`src/rtl/lieat_exu_oitf.sv`:
```
// Outstanding Instruction Track FIFO: records in-flight long-latency
// instructions (LSU, MUL/DIV). It reports RAW/WAW hazards against their
// destination registers and retires entries on long writeback reports.

`ifndef RGIDX_SIZE
`define RGIDX_SIZE 5
`endif

module lieat_exu_oitf #(
    parameter int OITF_DEPTH = 4,
    parameter int PTR_W      = 2
) (
    input  logic                   clk,
    input  logic                   rstn,
    // dispatch / allocation
    input  logic                   disp_valid,
    output logic                   disp_ready,
    input  logic                   disp_unit,
    input  logic                   disp_rden,
    input  logic [`RGIDX_SIZE-1:0] disp_rd,
    // dependency check for the dispatching instruction
    input  logic                   dep_rs1en,
    input  logic [`RGIDX_SIZE-1:0] dep_rs1,
    input  logic                   dep_rs2en,
    input  logic [`RGIDX_SIZE-1:0] dep_rs2,
    input  logic                   dep_rden,
    input  logic [`RGIDX_SIZE-1:0] dep_rd,
    output logic                   oitf_raw_dep,
    output logic                   disp_waw_dep,
    // common-path writeback WAW check
    input  logic                   com_rden,
    input  logic [`RGIDX_SIZE-1:0] com_rd,
    output logic                   oitf_waw_dep,
    // long writeback report
    input  logic                   longi_wbck,
    input  logic [1:0]             longi_wbck_op,
    // status
    output logic                   oitf_empty,
    output logic                   oitf_err
);

    localparam int RG_W = `RGIDX_SIZE;

    // Per-entry state
    logic [OITF_DEPTH-1:0]           vld_q, vld_d;
    logic [OITF_DEPTH-1:0]           unit_q;
    logic [OITF_DEPTH-1:0]           rden_q;
    logic [OITF_DEPTH-1:0][RG_W-1:0] rd_q;

    // Pointers and sticky error
    logic [PTR_W-1:0] wptr_q, wptr_d;
    logic [PTR_W-1:0] rptr_q, rptr_d;
    logic             err_q, err_d;

    // Retire search results
    logic             alloc;
    logic             ret_fire;
    logic             ret_hit;
    logic [PTR_W-1:0] ret_idx;
    logic             head_hit;
    logic [PTR_W-1:0] scan_idx;

    // Per-entry dependency hits
    logic [OITF_DEPTH-1:0] raw_hit;
    logic [OITF_DEPTH-1:0] dwaw_hit;
    logic [OITF_DEPTH-1:0] cwaw_hit;

    // Ready depends only on registered state: the slot at wptr must be free
    assign disp_ready = ~vld_q[wptr_q];
    assign alloc      = disp_valid & disp_ready;
    // op 00/01 retire a unit; 1x is "none" or reserved
    assign ret_fire   = longi_wbck & ~longi_wbck_op[1];

    // Retire target, next-state valid vector, pointer and error update
    always_comb begin
        ret_hit  = 1'b0;
        ret_idx  = '0;
        head_hit = 1'b0;
        scan_idx = '0;
        vld_d    = vld_q;
        wptr_d   = wptr_q + {{(PTR_W-1){1'b0}}, alloc};
        err_d    = err_q;

        // Oldest valid entry of the reported unit, walking in age order from the head
        for (int k = 0; k < OITF_DEPTH; k++) begin
            scan_idx = rptr_q + PTR_W'(k);
            if (!ret_hit && vld_q[scan_idx] && (unit_q[scan_idx] == longi_wbck_op[0])) begin
                ret_hit = 1'b1;
                ret_idx = scan_idx;
            end
        end

        if (ret_fire && ret_hit) begin
            vld_d[ret_idx] = 1'b0;
        end
        if (ret_fire && !ret_hit) begin
            err_d = 1'b1;
        end
        // Allocation slot is known free, so it never collides with the retire slot
        if (alloc) begin
            vld_d[wptr_q] = 1'b1;
        end

        // New head: oldest entry still valid after this cycle, else catch up to wptr
        rptr_d = wptr_d;
        for (int k = 0; k < OITF_DEPTH; k++) begin
            scan_idx = rptr_q + PTR_W'(k);
            if (!head_hit && vld_d[scan_idx]) begin
                head_hit = 1'b1;
                rptr_d   = scan_idx;
            end
        end
    end

    // State registers; reset discards every entry at once
    always_ff @(posedge clk or negedge rstn) begin
        if (!rstn) begin
            vld_q  <= '0;
            unit_q <= '0;
            rden_q <= '0;
            rd_q   <= '0;
            wptr_q <= '0;
            rptr_q <= '0;
            err_q  <= 1'b0;
        end else begin
            vld_q  <= vld_d;
            wptr_q <= wptr_d;
            rptr_q <= rptr_d;
            err_q  <= err_d;
            if (alloc) begin
                unit_q[wptr_q] <= disp_unit;
                rden_q[wptr_q] <= disp_rden;
                rd_q[wptr_q]   <= disp_rd;
            end
        end
    end

    // Dependency compares against registered entries only; entries without rd never match
    generate
        for (genvar gi = 0; gi < OITF_DEPTH; gi++) begin : g_dep
            logic live;
            assign live         = vld_q[gi] & rden_q[gi];
            assign raw_hit[gi]  = live & ((dep_rs1en & (rd_q[gi] == dep_rs1)) |
                                          (dep_rs2en & (rd_q[gi] == dep_rs2)));
            assign dwaw_hit[gi] = live & dep_rden & (rd_q[gi] == dep_rd);
            assign cwaw_hit[gi] = live & com_rden & (rd_q[gi] == com_rd);
        end
    endgenerate

    assign oitf_raw_dep = |raw_hit;
    assign disp_waw_dep = |dwaw_hit;
    assign oitf_waw_dep = |cwaw_hit;
    assign oitf_empty   = ~|vld_q;
    assign oitf_err     = err_q;

endmodule
```
`config.mk`:
```
export PLATFORM = sky130hd
export DESIGN_NAME = lieat_exu_oitf
export DESIGN_NICKNAME = d
export VERILOG_FILES = /design/src/rtl/lieat_exu_oitf.sv
export SDC_FILE = /design/constraint.sdc
export NUM_CORES = 1
export LEC_CHECK = 0
export ABC_CLOCK_PERIOD_IN_PS = 4900
export BUFFER_PORTS_ARGS = -buffer_cell sky130_fd_sc_hd__buf_2
export CAP_MARGIN = 15
export CORE_UTILIZATION = 31
export DETAILED_ROUTE_END_ITERATION = 8
export MAX_ROUTING_LAYER = met4
export PLACE_DENSITY_LB_ADDON = 0.2
export SLEW_MARGIN = 20
export SYNTH_ARGS = -nofsm -noshare
export SYNTH_HDL_FRONTEND = slang
export SYNTH_SLANG_ARGS = --single-unit
```
`constraint.sdc`:
```
create_clock -name clk -period 4.9 [get_ports clk]
set_input_delay 0.98 -clock clk [delete_from_list [all_inputs] [get_ports clk]]
set_output_delay 0.98 -clock clk [all_outputs]
set_load 0.1 [all_outputs]
```
==> reports/results.ini <==
[power]
intPower_mw = 1.30
p_leak_nw = 1.56
power.density_nw_per_um2 = 717
seq_power_share = 0.307
switching_power_mw = 1.31
swShare = 0.503
ir_worst_vdd_v = 0.000406
pwr-share-clk = 0.104
comb_power_share = 0.590

[global_route]
grt_pass1_vias = 2671
grt_usage = 0.174
grt_first_pass_wirelength_um = 14500
grt_max_degree = 38
grt-ovfl-total = 0
antenna_found_initial = 0

[clock_tree]
numCtsBuffers = 5
ctsHtreeMaxLevel = 2
cts_root_buf = clkbuf_8
cts_resized = 0
clock_latency_ns = 0.29
clock_path_buffers = 2
cts_setup_buffers = 0
tritoncts = done
clk_pin_slew_ns = 0.08
ctsHoldBuffers = 0
clkSinkCount = 37

[final_layout]
nNetsFinal = 416
layout-drive-gt1-share = 0.248
antenna_cells_inserted = 0
final_common_cell = xor2_1
layout_common_cells = xor2_1 (65), buf_2 (42), dfrtp_1 (37)
area_growth_pct = 11.4

[worst_setup_path]
worstRegToRegCells = 12
r2r_slack_ns = 1.34
cp-end-kind = flop
arrival_ns = 3.80
critPathKind = reg -> reg
worstPathRequired_ns = 5.14
worst_setup_path_start_kind = flop
crit_fanout = 20

[routing]
antenna_left = 0
finalWirelength_um = 8970
drt_iter0_drc = 147
drt-wirelength-per-cell_um = 17.4
drc = 0
num_vias = 2711
firstDrtPassIters = 4
via_per_inst = 5.26

[die]
die_area_sq_um = 11000
fp.dieW_um = 105
die_y_um = 105
io_pins = 43
start_util = 0.318
rows = 37
core_sq_um = 10300

[placed_design]
gp_congestion = 0.904
port_buffers = 42
dpl.hpwl_um = 6810
place_ws_ns = 1.15

[timing]
setup_slack_ns = 1.34
slew_headroom = 0.426
finalHoldViolCount = 0
clock.fmax_ghz = 0.281
setup_tns_ns = 0
setup_viol = 0
maxSlewViolCount = 0
fin_crit_sh = 0.727
rsz0062_at_grt = false
period_needed_ns = 3.56
worst_pin_slew_ns = 0.860
clock_skew_ns = 0.00997

[min_path]
holdCritPathClass = reg -> reg
whs_path_depth = 2

[synthesis]
netlist_instances = 358
synthArstFlopShare = 1.00
ys_ff_latch = 37
synth_edf_count = 0
synth_area_per_cell_sq_um = 9.13
yosysSeqAreaShare = 0.283
synthFlopType = dfrtp_1
synth_cell_type_count = 59
synth_nets = 396
synth_area_sq_um = 3270
ys_warn_count = 0

[outcome]
status = completed

[job]
maxCapViolations = 0

==> stage by stage <==
step	total power [mW]	area, sq um	util	std cells	hold slack (ns)
finish	2.61	3640	0.354	515	0.468
global route	2.80	3640	0.354	515	0.502
CTS	2.62	3640	0.354	515	0.473
detailed placement	2.34	3530	0.343	507	0.455
global placement	2.32	3530	0.343	507	0.453
floorplan	2.02	3270	-	358	0.438
==> registers in the layout, indices dropped and copies added (netlist names) <==
signal / flops
oitf_err: 1
rd_q: 20
rden_q: 4
rptr_q: 2
unit_q: 4
vld_q: 4
wptr_q: 2
==> worst max-delay path, cell delays in order (launching register included) <==
cell and delay (ns):
dfrtp_1 0.80, mux4_2 0.46, xnor2_1 0.17, a2111oi_0 0.42, a41o_1 0.25, o21ai_1 0.12
o22ai_1 0.26, inv_1 0.20, o21ai_0 0.19, a22oi_1 0.10, o31ai_2 0.09, or3b_1 0.37
nand3_1 0.08
==> cell type report <==
type,instances,area [sq um]
Fill cell,1077,6640
Multi-Input combinational cell,279,2160
Sequential cell,37,926
Timing Repair Buffer,45,233
Tap cell,136,170
Clock buffer,5,68.8
Clock inverter,3,46.3
Inverter,10,37.5
==> synth_stat cells (2+ instances only) <==
cell / n / area share
a21oi_1: 6 / 0.0092
a221o_1: 3 / 0.0092
a22oi_1: 3 / 0.0069
a31oi_1: 4 / 0.0077
a32oi_1: 2 / 0.0054
and2_1: 9 / 0.017
and3_1: 2 / 0.0038
buf_1: 5 / 0.0057
buf_2: 5 / 0.0077
buf_6: 2 / 0.0069
clkbuf_1: 19 / 0.022
dfrtp_1: 37 / 0.28
inv_1: 8 / 0.0092
mux2_2: 21 / 0.072
mux4_2: 5 / 0.034
nand2_1: 36 / 0.041
nand3_1: 15 / 0.023
nand4_1: 11 / 0.021
nor2_1: 11 / 0.013
nor2b_1: 5 / 0.0096
nor4_1: 17 / 0.033
o211ai_1: 2 / 0.0046
o21ai_0: 3 / 0.0046
o22ai_1: 2 / 0.0038
o31ai_1: 2 / 0.0046
o31ai_2: 2 / 0.0077
xnor2_1: 25 / 0.067
xor2_1: 65 / 0.17
==> power groups by stage <==
stage | combinational [mW] | sequential, mW | clock [mW]
finish | 1.54 | 0.801 | 0.271
global route | 1.68 | 0.832 | 0.292
CTS | 1.54 | 0.799 | 0.278
detailed placement | 1.53 | 0.805 | 0
global placement | 1.52 | 0.802 | 0
floorplan | 1.48 | 0.541 | 0
==> per-layer routing <==
layer | vias to the layer above | global-route usage | wire length [um]
met2 | 73 | 0.289 | 4420
met3 | 15 | 0.0243 | 333
met5 | - | - | 0
met1 | 1338 | 0.218 | 4020
li1 | 1285 | - | -
met4 | 0 | 0.0533 | 190
==> logic make-up (layout without fill, tap and decap cells) <==
family | count (synthesis) | in the layout | synth area share
and+or+nand+nor | 116 | 116 | 0.191
xor gates and xnor gates | 91 | 91 | 0.246
AOI/OAI and AO/OA | 44 | 44 | 0.110
buffers and inverters | 42 | 63 | 0.0559
DFF | 37 | 37 | 0.283
muxes | 27 | 27 | 0.110
adders and majority gates | 1 | 1 | 0.00383
==> worst paths after layout <==
path,from,to
max in group asynchronous,rstn,rden_q[3]
worst min-delay path,rden_q[3],rden_q[3]
worst max register to register,rptr_q[1],rptr_q[1]
worst max-delay path,rptr_q[1],rptr_q[1]
worst min register to register,rden_q[3],rden_q[3]
min in group asynchronous,rstn,vld_q[1]
No activity file was read; power rests on OpenSTA's default activity.
